[config.mk]
export PLATFORM = sky130hd
export DESIGN_NAME = mult_4b_arbiter
export DESIGN_NICKNAME = d
export VERILOG_FILES = /design/src/rtl/mult_4b_arbiter.sv
export SDC_FILE = /design/constraint.sdc
export NUM_CORES = 1
export LEC_CHECK = 0
export ABC_AREA = 1
export BUFFER_PORTS_ARGS = -buffer_cell sky130_fd_sc_hd__buf_4
export CAP_MARGIN = 20
export CORE_MARGIN = 3
export CORE_UTILIZATION = 49
export CTS_BUF_LIST = sky130_fd_sc_hd__clkbuf_16
export CTS_CLUSTER_DIAMETER = 200
export CTS_CLUSTER_SIZE = 10
export DETAILED_ROUTE_END_ITERATION = 16
export PLACE_DENSITY_LB_ADDON = 0.25
export SYNTH_ARGS = -nofsm -noshare
export SYNTH_HDL_FRONTEND = slang
export SYNTH_SLANG_ARGS = --single-unit
[constraint.sdc]
create_clock -name clk -period 1.6 [get_ports clk]
set_input_delay 0.48 -clock clk [delete_from_list [all_inputs] [get_ports clk]]
set_output_delay 0.48 -clock clk [all_outputs]
set_load 0.005 [all_outputs]
[src/rtl/mult_4b_arbiter.sv]
// mult_4b_arbiter
// Round-robin arbiter that shares one combinational 4x4 multiplier (mult_4b)
// between two requesters. Exactly one operation is in flight at a time.
//
// Parameters:
//   MUL_LAT  cycles the operands are held on the multiplier before the
//            result is captured (legal 1..15)
//   CNT_W    width of the optional grant counters
//
// Ports:
//   clk, rst_n                 clock (rising edge), async active-low reset
//   reqN_valid/ready/x/y       request channel of port N (N = 0, 1)
//   respN_valid/ready/data     response channel of port N (4-bit product)
//   mul_x, mul_y, mul_out      operands to / result from the shared mult_4b
//   gnt_cnt0, gnt_cnt1         saturating grant counters (optional)
//   busy                       high whenever the FSM is not in IDLE
//
// Optional feature: define MULT_4B_ARBITER_STATS_EN to add the grant
// counters gnt_cnt0/gnt_cnt1.
//
// Every output comes straight from a flop. The handshake flags are loaded
// from the next-state decode, so they line up with the state they belong to.
module mult_4b_arbiter #(
  parameter int MUL_LAT = 1,
  parameter int CNT_W   = 8
) (
  input  logic             clk,
  input  logic             rst_n,
  input  logic             req0_valid,
  output logic             req0_ready,
  input  logic [3:0]       req0_x,
  input  logic [3:0]       req0_y,
  output logic             resp0_valid,
  input  logic             resp0_ready,
  output logic [3:0]       resp0_data,
  input  logic             req1_valid,
  output logic             req1_ready,
  input  logic [3:0]       req1_x,
  input  logic [3:0]       req1_y,
  output logic             resp1_valid,
  input  logic             resp1_ready,
  output logic [3:0]       resp1_data,
  output logic [3:0]       mul_x,
  output logic [3:0]       mul_y,
  input  logic [3:0]       mul_out,
`ifdef MULT_4B_ARBITER_STATS_EN
  output logic [CNT_W-1:0] gnt_cnt0,
  output logic [CNT_W-1:0] gnt_cnt1,
`endif
  output logic             busy
);

  typedef enum logic [1:0] {
    IDLE  = 2'd0,
    GRANT = 2'd1,
    EXEC  = 2'd2,
    RESP  = 2'd3
  } state_t;

  // Counter value on the last EXEC cycle.
  localparam logic [3:0] LAST_CNT = 4'(MUL_LAT - 1);

  state_t     state_r, state_s;
  logic       gnt_r, gnt_s;
  logic       last_grant_r;
  logic [3:0] op_x_r, op_y_r;
  logic [3:0] exec_cnt_r;
  logic [3:0] result0_r, result1_r;
  logic       req0_ready_r, req1_ready_r;
  logic       resp0_valid_r, resp1_valid_r;
  logic       busy_r;
  logic       resp_ready_s;
  logic       exec_done_s;

  assign resp_ready_s = gnt_r ? resp1_ready : resp0_ready;
  assign exec_done_s  = (state_r == EXEC) && (exec_cnt_r == LAST_CNT);

  // Next-state and winner selection.
  always_comb begin
    state_s = state_r;
    gnt_s   = gnt_r;
    case (state_r)
      IDLE: begin
        if (req0_valid && req1_valid) begin
          // Contention: the port that did not win last time goes next.
          state_s = GRANT;
          gnt_s   = ~last_grant_r;
        end else if (req0_valid) begin
          state_s = GRANT;
          gnt_s   = 1'b0;
        end else if (req1_valid) begin
          state_s = GRANT;
          gnt_s   = 1'b1;
        end else begin
          state_s = IDLE;
        end
      end
      GRANT: begin
        state_s = EXEC;
      end
      EXEC: begin
        if (exec_done_s) begin
          state_s = RESP;
        end else begin
          state_s = EXEC;
        end
      end
      RESP: begin
        if (resp_ready_s) begin
          state_s = IDLE;
        end else begin
          state_s = RESP;
        end
      end
      default: begin
        state_s = IDLE;
        gnt_s   = 1'b0;
      end
    endcase
  end

  // State, operand, counter and result registers plus registered outputs.
  always_ff @(posedge clk or negedge rst_n) begin
    if (!rst_n) begin
      state_r       <= IDLE;
      gnt_r         <= 1'b0;
      last_grant_r  <= 1'b1;
      op_x_r        <= 4'd0;
      op_y_r        <= 4'd0;
      exec_cnt_r    <= 4'd0;
      result0_r     <= 4'd0;
      result1_r     <= 4'd0;
      req0_ready_r  <= 1'b0;
      req1_ready_r  <= 1'b0;
      resp0_valid_r <= 1'b0;
      resp1_valid_r <= 1'b0;
      busy_r        <= 1'b0;
    end else begin
      state_r       <= state_s;
      gnt_r         <= gnt_s;
      req0_ready_r  <= (state_s == GRANT) && !gnt_s;
      req1_ready_r  <= (state_s == GRANT) &&  gnt_s;
      resp0_valid_r <= (state_s == RESP)  && !gnt_s;
      resp1_valid_r <= (state_s == RESP)  &&  gnt_s;
      busy_r        <= (state_s != IDLE);
      if (state_r == GRANT) begin
        op_x_r       <= gnt_r ? req1_x : req0_x;
        op_y_r       <= gnt_r ? req1_y : req0_y;
        last_grant_r <= gnt_r;
        exec_cnt_r   <= 4'd0;
      end else if (state_r == EXEC) begin
        exec_cnt_r <= exec_cnt_r + 4'd1;
        // Each port keeps its own result so its data holds after transfer.
        if (exec_done_s && gnt_r) begin
          result1_r <= mul_out;
        end else if (exec_done_s) begin
          result0_r <= mul_out;
        end
      end
    end
  end

  assign req0_ready  = req0_ready_r;
  assign req1_ready  = req1_ready_r;
  assign resp0_valid = resp0_valid_r;
  assign resp1_valid = resp1_valid_r;
  assign resp0_data  = result0_r;
  assign resp1_data  = result1_r;
  assign mul_x       = op_x_r;
  assign mul_y       = op_y_r;
  assign busy        = busy_r;

`ifdef MULT_4B_ARBITER_STATS_EN
  localparam logic [CNT_W-1:0] CNT_MAX = {CNT_W{1'b1}};

  logic [CNT_W-1:0] gnt_cnt0_r, gnt_cnt1_r;

  // Saturating per-port counters of accepted requests.
  always_ff @(posedge clk or negedge rst_n) begin
    if (!rst_n) begin
      gnt_cnt0_r <= '0;
      gnt_cnt1_r <= '0;
    end else begin
      if (req0_ready_r && req0_valid && (gnt_cnt0_r != CNT_MAX)) begin
        gnt_cnt0_r <= gnt_cnt0_r + CNT_W'(1);
      end
      if (req1_ready_r && req1_valid && (gnt_cnt1_r != CNT_MAX)) begin
        gnt_cnt1_r <= gnt_cnt1_r + CNT_W'(1);
      end
    end
  end

  assign gnt_cnt0 = gnt_cnt0_r;
  assign gnt_cnt1 = gnt_cnt1_r;
`endif

endmodule

; ---- Yosys cells after proc, flatten, opt, wreduce, memory -nomap -nowiden
; Index checks and enable logic that the tools add are counted.
[word_totals]
out_inout_bits = 21
ff_bits = 29
input_bits = 26
wordCells = 51
[op_classes]
bitwise_logic = 3
reduce_logical = 14
n_mux = 15
n_eq_ne = 5
n_addsub = 1
[ops]
columns = op, n
row1 = 2-to-1 mux 4 bit, 4
row2 = 2-to-1 mux 1 bit, 9
row3 = one-hot mux 2 bit (4 select lines), 1
row4 = logical AND 1 bit, 7
row5 = equality test 2 bit (second input constant), 3
row6 = adder 4 x 1 -> 4 bit (second input constant), 1
row7 = equality test 2 x 1 -> 1 bit (second input constant), 2
row8 = zero test 4 bit, 1
row9 = AND reduction 4 bit, 1
row10 = nonzero test 2 bit, 2
row11 = inverter 1 bit, 3
row12 = AND reduction 3 bit, 1
row13 = zero test 2 bit, 1
row14 = 2-to-1 mux 2 bit, 1
row15 = zero test 1 bit, 1

; ---- Longest topological paths before layout
; Gate-level depths: netlist of the first run.
[logic_depth]
ltp_word = 6
mapped_depth = 9
mapped_depth_nobuf = 9

; ---- Worst setup path after synthesis of the first run
; OpenSTA, ideal clock, no wires.
[synth_timing]
kind = register -> register
from = reg state_r[1]
to = reg exec_cnt_r[3]
synth_period_minus_slack_ps = 1274
path_buffers = 0
setup_ps = 123
required_time_ps = 1477
arrival_ps = 1150
setup_slack_ps = 326
stages_incl_launch_ff = 6
cell_sequence = dfrtp_1 -> inv_1 -> ha_1 -> nand4_1 -> o21ai_0 -> a21oi_1
[synth_via]
elab_chain_len = 2
word_cells_on_any_way = 4
cone_classes = eq/ne: 2 / mux: 1 / reduce/logical: 1
[synth_lines]
columns = element, line
row1 = "start, declared", 63  ; state_t state_r, state_s;
row2 = "start signal, assigned", 139  ; state_r <= state_s;
row3 = equality test 2 x 1 -> 1 bit or equality test 2 bit (tied branches), "146, 151"
row4 = 2-to-1 mux 4 bit or nonzero test 2 bit (tied branches), n/a
row5 = "end signal, assigned", 152  ; exec_cnt_r <= exec_cnt_r + 4'd1;
row6 = "end, declared", 67  ; logic [3:0] exec_cnt_r;
; Parallel ways exist; a longest one is shown, timed or not.
; A chain may end at the register's enable or synchronous reset.

; ---- Final worst setup path of the first run
; Same ends and word-level chain as after synthesis.

==> results.yml, run 1 <==
run_status:
  outcome: "complete, no violations"
cts:
  post_cts_resize_count: 0
  hold_buffers: 0
  clock-sinks: 29
  clk_pin_slew_ns: 0.05
  cts_tree: "built"
  h-tree-depth: 2
  numCtsBuffers: 5
  root_buffer: "clkbuf_16"
  clk_latency_ns: 0.27
  post_cts_buffers: 0
  cts_max_path_buffers: 2
route:
  vias_per_cell: 4.932
  finalWirelength_um: 3025
  wire_per_inst_um: 12.87
  drc_errors: 0
  drt_iter0_markers: 69
  ant_nets: 0
  via_count: 1159
  firstDrtPassIters: 4
die:
  rows: 18
  die-area_um2: 3424
  design.core.area_um2: 2545
  die_w_um: 58.52
  ios: 47
  fp.dieH_um: 58.52
  initial_core_util_pct: 53.10
timing:
  hold_violations: 0
  slew_headroom_pct: 75.81
  drv_slew: 0
  setup_viol: 0
  post-route-period-util_pct: 88.22
  tightest_slew_ns: 0.3628
  hold_ws_ns: 0.1259
  rsz0062_at_grt: "false"
  min_period_ns: 1.411
  skew_ns: 0.005115
  max_freq_ghz: 0.7085
  tns_ns: 0
cells_and_area:
  fillers: 190
  final_cells: 235
  multi_input_area_um2: 520.5
  area_delta_synth_final_pct: 39.26
  nets: 238
  diodes: 0
  ff_latch_area_um2: 726.9
  drive_gt1_share_pct: 32.20
  postLayoutCoreUtil_pct: 73.94
critical_path:
  rr_startpoint: "state_r[1]"
  endpoint_kind: "flop"
  cpPeakStageDelay_ns: 0.41
  path_cells: "inv_1 -> ha_1 -> nand4_1 -> o21ai_0 -> a21oi_1"
  cp_num_buf_inv: 1
  r2r_slack_ns: 0.19
  startpoint_type: "flop"
  cpMaxStageDelayCell: "ha_1"
  cp.required_ns: 1.75
  r2r_end: "exec_cnt_r[3]"
  critical_path_depth: 5
  worst_path_dominant_cell_family: "adder cells"
  cp_max_fo: 8
  endpoint: "exec_cnt_r[3]"
  arrival_ns: 1.56
  critPathKind: "reg2reg"
  crit_start: "state_r[1]"
  reg2reg_depth: 5
logic_synthesis:
  synth_top_cells_by_count: "30 x o21ai_0, 28 x dfrtp_1, 27 x nand2_1"
  async_flop_share_pct: 100.0
  yosysUniqueCellTypes: 21
  synth_xor_area_share_pct: 0
  syn-instance-count: 151
  yosys_warnings: 0
  synth-main-ff-cell: "dfrtp_1"
  synth_area_um2: 1351
  yosysSeqAreaShare_pct: 53.80
  syn_nets: 185
  yosys.area_share.simple_pct: 18.24
  synthTopCellsByArea: "dfrtp_1 52%, o21ai_0 11%, nand2_1 7.5%"
  synth_edf_count: 0
  synth_compound_area_share_pct: 12.87
  synth_top_family_by_area: "simple AND/OR/NAND/NOR gates"
  post_synth.cell_area_avg_um2: 8.949
  synth_top_cell_by_area: "dfrtp_1"
  synth.mux.area_fraction_pct: 0
  synthAdderAreaFrac_pct: 7.407
  synth_seq_cells: 29
  yosysMostFrequentCell: "o21ai_0"
  synth_top_cell_area_share_pct: 51.85
global_route:
  grt_remaining_overflow: 0
  grt_util_all_layers_pct: 19.79
  grt_max_degree: 30
  grt_pass1_wl_um: 5050
  grt_pass1_vias: 1164
  grt_antenna_before_repair: 0
power:
  leakagePower_nw: 1.008
  total_power_mw: 3.780
  peakVddDrop_v: 0.001445
  powerDensity_nw_per_um2: 2009
place:
  dp_cells: 227
  dp_hpwl_um: 2229
  port_buffers: 46
  globalplace.congestion: 0.7721
hold_path:
  hold_path.class: "in2async"
job:
  maxCapViolCount: 0
-- cell families after synthesis --
kind of cell / after synthesis
compound gates: 34
flops: 29
fa+ha+maj: 8
buf+inv: 26
simple gates: 54
-- routing by layer --
layer	track usage (%)	wire length (um)	vias up
met5	0	0	-
met4	6.291	34	0
met3	7.456	170	5
met2	33.33	1562	29
met1	23.26	1258	538
li1	-	-	587
-- worst min path at each step --
stage / startpoint / end
6_report: rst_n / exec_cnt_r[2]
5_1_grt: rst_n / exec_cnt_r[2]
4_1_cts: rst_n / exec_cnt_r[2]
3_5_place_dp: rst_n / mul_x[3]
3_3_place_gp: rst_n / mul_y[1]
2_1_floorplan: rst_n / busy
-- placed cells by master (no fill, tap or decap) --
cell and instances:
nand2_1 27, nor3_2 2, o21ai_1 2, o21ai_0 29
clkinv_2 2, clkbuf_16 5, dfrtp_1 28, and3b_1 1
nand3_2 2, o21ai_2 1, inv_1 20, inv_2 2
clkinv_1 1, dfstp_2 1, nand2_2 1, nand3_1 7
nand4_1 1, a21oi_1 2, ha_1 8, nor2_1 13
buf_4 50
-- flip-flops by register name (all words and copies together) (netlist names), 2 cells and up --
signal / cells
mul_y: 4
resp0_data: 4
exec_cnt_r: 4
mul_x: 4
resp1_data: 4
state_r: 2
-- per-stage QoR --
step	setup WS (ns)	cell area (um2)
after floorplan	0.3263	1351
after CTS	0.1163	1882
final	0.1885	1882
after global routing	0.03885	1882
after detailed placement	0.1879	1743
after global placement	0.2466	1743
-- area by class of cell --
class / count / area share (%)
clock inverters: 3 / 0.7314
clock buffers: 5 / 6.649
multi-input cells: 96 / 27.66
flip-flops and latches: 29 / 38.63
well taps: 30 / 1.995
inverters: 22 / 4.388
repair buffers: 50 / 19.95
-- where the power goes --
part / switching [mW] / leakage, nW / internal, mW / total (mW)
Combinational: 0.869 / 0.579 / 0.743 / 1.61
Clock: 0.296 / 0.0748 / 0.561 / 0.857
Sequential: 0.220 / 0.354 / 1.09 / 1.31
Total: 1.38 / 1.01 / 2.40 / 3.78
Note: power is estimated with default switching activity, not from simulation.
==> run 2, diff against run 1 <==
--- a/config.mk
+++ b/config.mk
@@ -6,15 +6,17 @@
 export NUM_CORES = 1
 export LEC_CHECK = 0
 export ABC_AREA = 1
-export BUFFER_PORTS_ARGS = -buffer_cell sky130_fd_sc_hd__buf_4
 export CAP_MARGIN = 20
+export CORE_ASPECT_RATIO = 1.2
 export CORE_MARGIN = 3
-export CORE_UTILIZATION = 49
+export CORE_UTILIZATION = 61
 export CTS_BUF_LIST = sky130_fd_sc_hd__clkbuf_16
 export CTS_CLUSTER_DIAMETER = 200
 export CTS_CLUSTER_SIZE = 10
 export DETAILED_ROUTE_END_ITERATION = 16
+export DONT_BUFFER_PORTS = 1
 export PLACE_DENSITY_LB_ADDON = 0.25
+export REMOVE_ABC_BUFFERS = 1
 export SYNTH_ARGS = -nofsm -noshare
 export SYNTH_HDL_FRONTEND = slang
 export SYNTH_SLANG_ARGS = --single-unit
==> results.yml, run 2 (synthesis gave the netlist of run 1 again) <==
global_route:
  grt_antenna_before_repair: 0
  grt_util_all_layers_pct: 23.48
  grt_remaining_overflow: 0
  grt_max_degree: 29
  grt_pass1_wl_um: 4878
  grt_pass1_vias: 1079
die:
  fp.dieH_um: 57.56
  die-area_um2: 2818
  design.core.area_um2: 2072
  ios: 47
  initial_core_util_pct: 65.22
  die_w_um: 48.97
  rows: 18
cells_and_area:
  multi_input_area_um2: 520.5
  area_delta_synth_final_pct: 15.09
  drive_gt1_share_pct: 12.50
  postLayoutCoreUtil_pct: 75.06
  ff_latch_area_um2: 726.9
  fillers: 150
  layout_commonest_cell: "o21ai_0"
  nets: 193
  diodes: 0
  final_cell_mix: "30 x o21ai_0, 28 x dfrtp_1, 27 x nand2_1, 19 x inv_1, 13 x nor2_1"
critical_path:
  arrival_ns: 1.59
  startpoint_type: "flop"
  endpoint_kind: "flop"
  cp.required_ns: 1.75
  cpMaxStageDelayCell: "ha_1"
  r2r_slack_ns: 0.17
  reg2reg_depth: 5
  critPathKind: "reg2reg"
  cpPeakStageDelay_ns: 0.42
  path_cells: "inv_1 -> ha_1 -> nand4_1 -> o21ai_0 -> a21oi_1"
  cp_max_fo: 8
job:
  maxCapViolCount: 0
timing:
  rsz0062_at_grt: "false"
  drv_slew: 0
  skew_ns: 0.006388
  tightest_slew_ns: 0.2458
  setup_viol: 0
  max_freq_ghz: 0.6970
  tns_ns: 0
  post-route-period-util_pct: 89.67
  hold_violations: 0
  min_period_ns: 1.435
  slew_headroom_pct: 83.44
  hold_ws_ns: 0.02456
cts:
  clk_latency_ns: 0.27
  clock-sinks: 29
  post_cts_buffers: 0
  root_buffer: "clkbuf_16"
  clk_pin_slew_ns: 0.05
  cts_tree: "built"
  cts_max_path_buffers: 2
  numCtsBuffers: 5
  h-tree-depth: 2
route:
  firstDrtPassIters: 5
  drt_iter0_markers: 35
  drc_errors: 0
  finalWirelength_um: 2964
  via_count: 1071
  ant_nets: 0
  wire_per_inst_um: 15.60
  vias_per_cell: 5.637
place:
  dp_hpwl_um: 2010
  globalplace.congestion: 0.8340
  port_buffers: 0
power:
  peakVddDrop_v: 0.001696
  powerDensity_nw_per_um2: 2210
  leakagePower_nw: 0.7871
hold_path:
  hold_path.class: "in2async"
run_status:
  outcome: "complete, no violations"
run 2: cell count changes in the layout (fill, tap and decap cells not counted), sizes merged:
cell,previous run,this run
clkinv,3,4
buf,50,5
inv,22,21
run 2: worst paths after layout:
kind,startpoint,endpoint
worst min register to register,mul_y[2],mul_y[2]
min in group clk,mul_out[3],resp1_data[3]
max in group asynchronous,rst_n,resp1_data[1]
worst max register to register,state_r[1],exec_cnt_r[3]
worst max-delay path,state_r[1],exec_cnt_r[3]
worst min-delay path,rst_n,state_r[0]
run 2: layout make-up:
cell class,count,area share (%)
tap,30,2.414
timing repair buffer,5,3.218
clock buffer,5,8.045
sequential,29,46.74
inverter,22,5.310
clock inverter,3,0.8045
multi-input combinational,96,33.47
run 2: per-stage QoR:
| stage | setup slack (ns) | area (um2) | power [mW] | instances |
|---|---|---|---|---|
| floorplan | 0.2238 | 1330 | 2.169 | 147 |
| global placement | 0.2491 | 1398 | 2.459 | 181 |
| detailed placement | 0.1774 | 1398 | 2.543 | 181 |
| CTS | 0.1586 | 1555 | 3.446 | 190 |
| global route | 0.03168 | 1555 | 3.706 | 190 |
| finish | 0.1652 | 1555 | 3.437 | 190 |
run 2: worst max-delay path: cells and delay by family (launching register included):
family          cells  cell delay, ns
simple gates        1            0.15
flops               1            0.41
fa+ha+maj           1            0.42
buf+inv             1            0.11
compound gates      2            0.23
run 2: per-layer routing:
metal	global-route usage [%]	wire, um
met1	25.77	1163
met2	39.03	1511
met3	10.18	208
met4	11.38	80
met5	0	0
run 2: what timing repair did:
item	CTS	global route
setup endpoints to repair	0	5
hold buffers	1	0
hold endpoints to repair	28	0
gates resized for setup	0	1
run 2: where the power goes:
part           internal, mW  total [mW]  switching [mW]
combinational         0.445        1.23           0.783
sequential             1.09        1.36           0.269
clock                 0.558       0.847           0.289
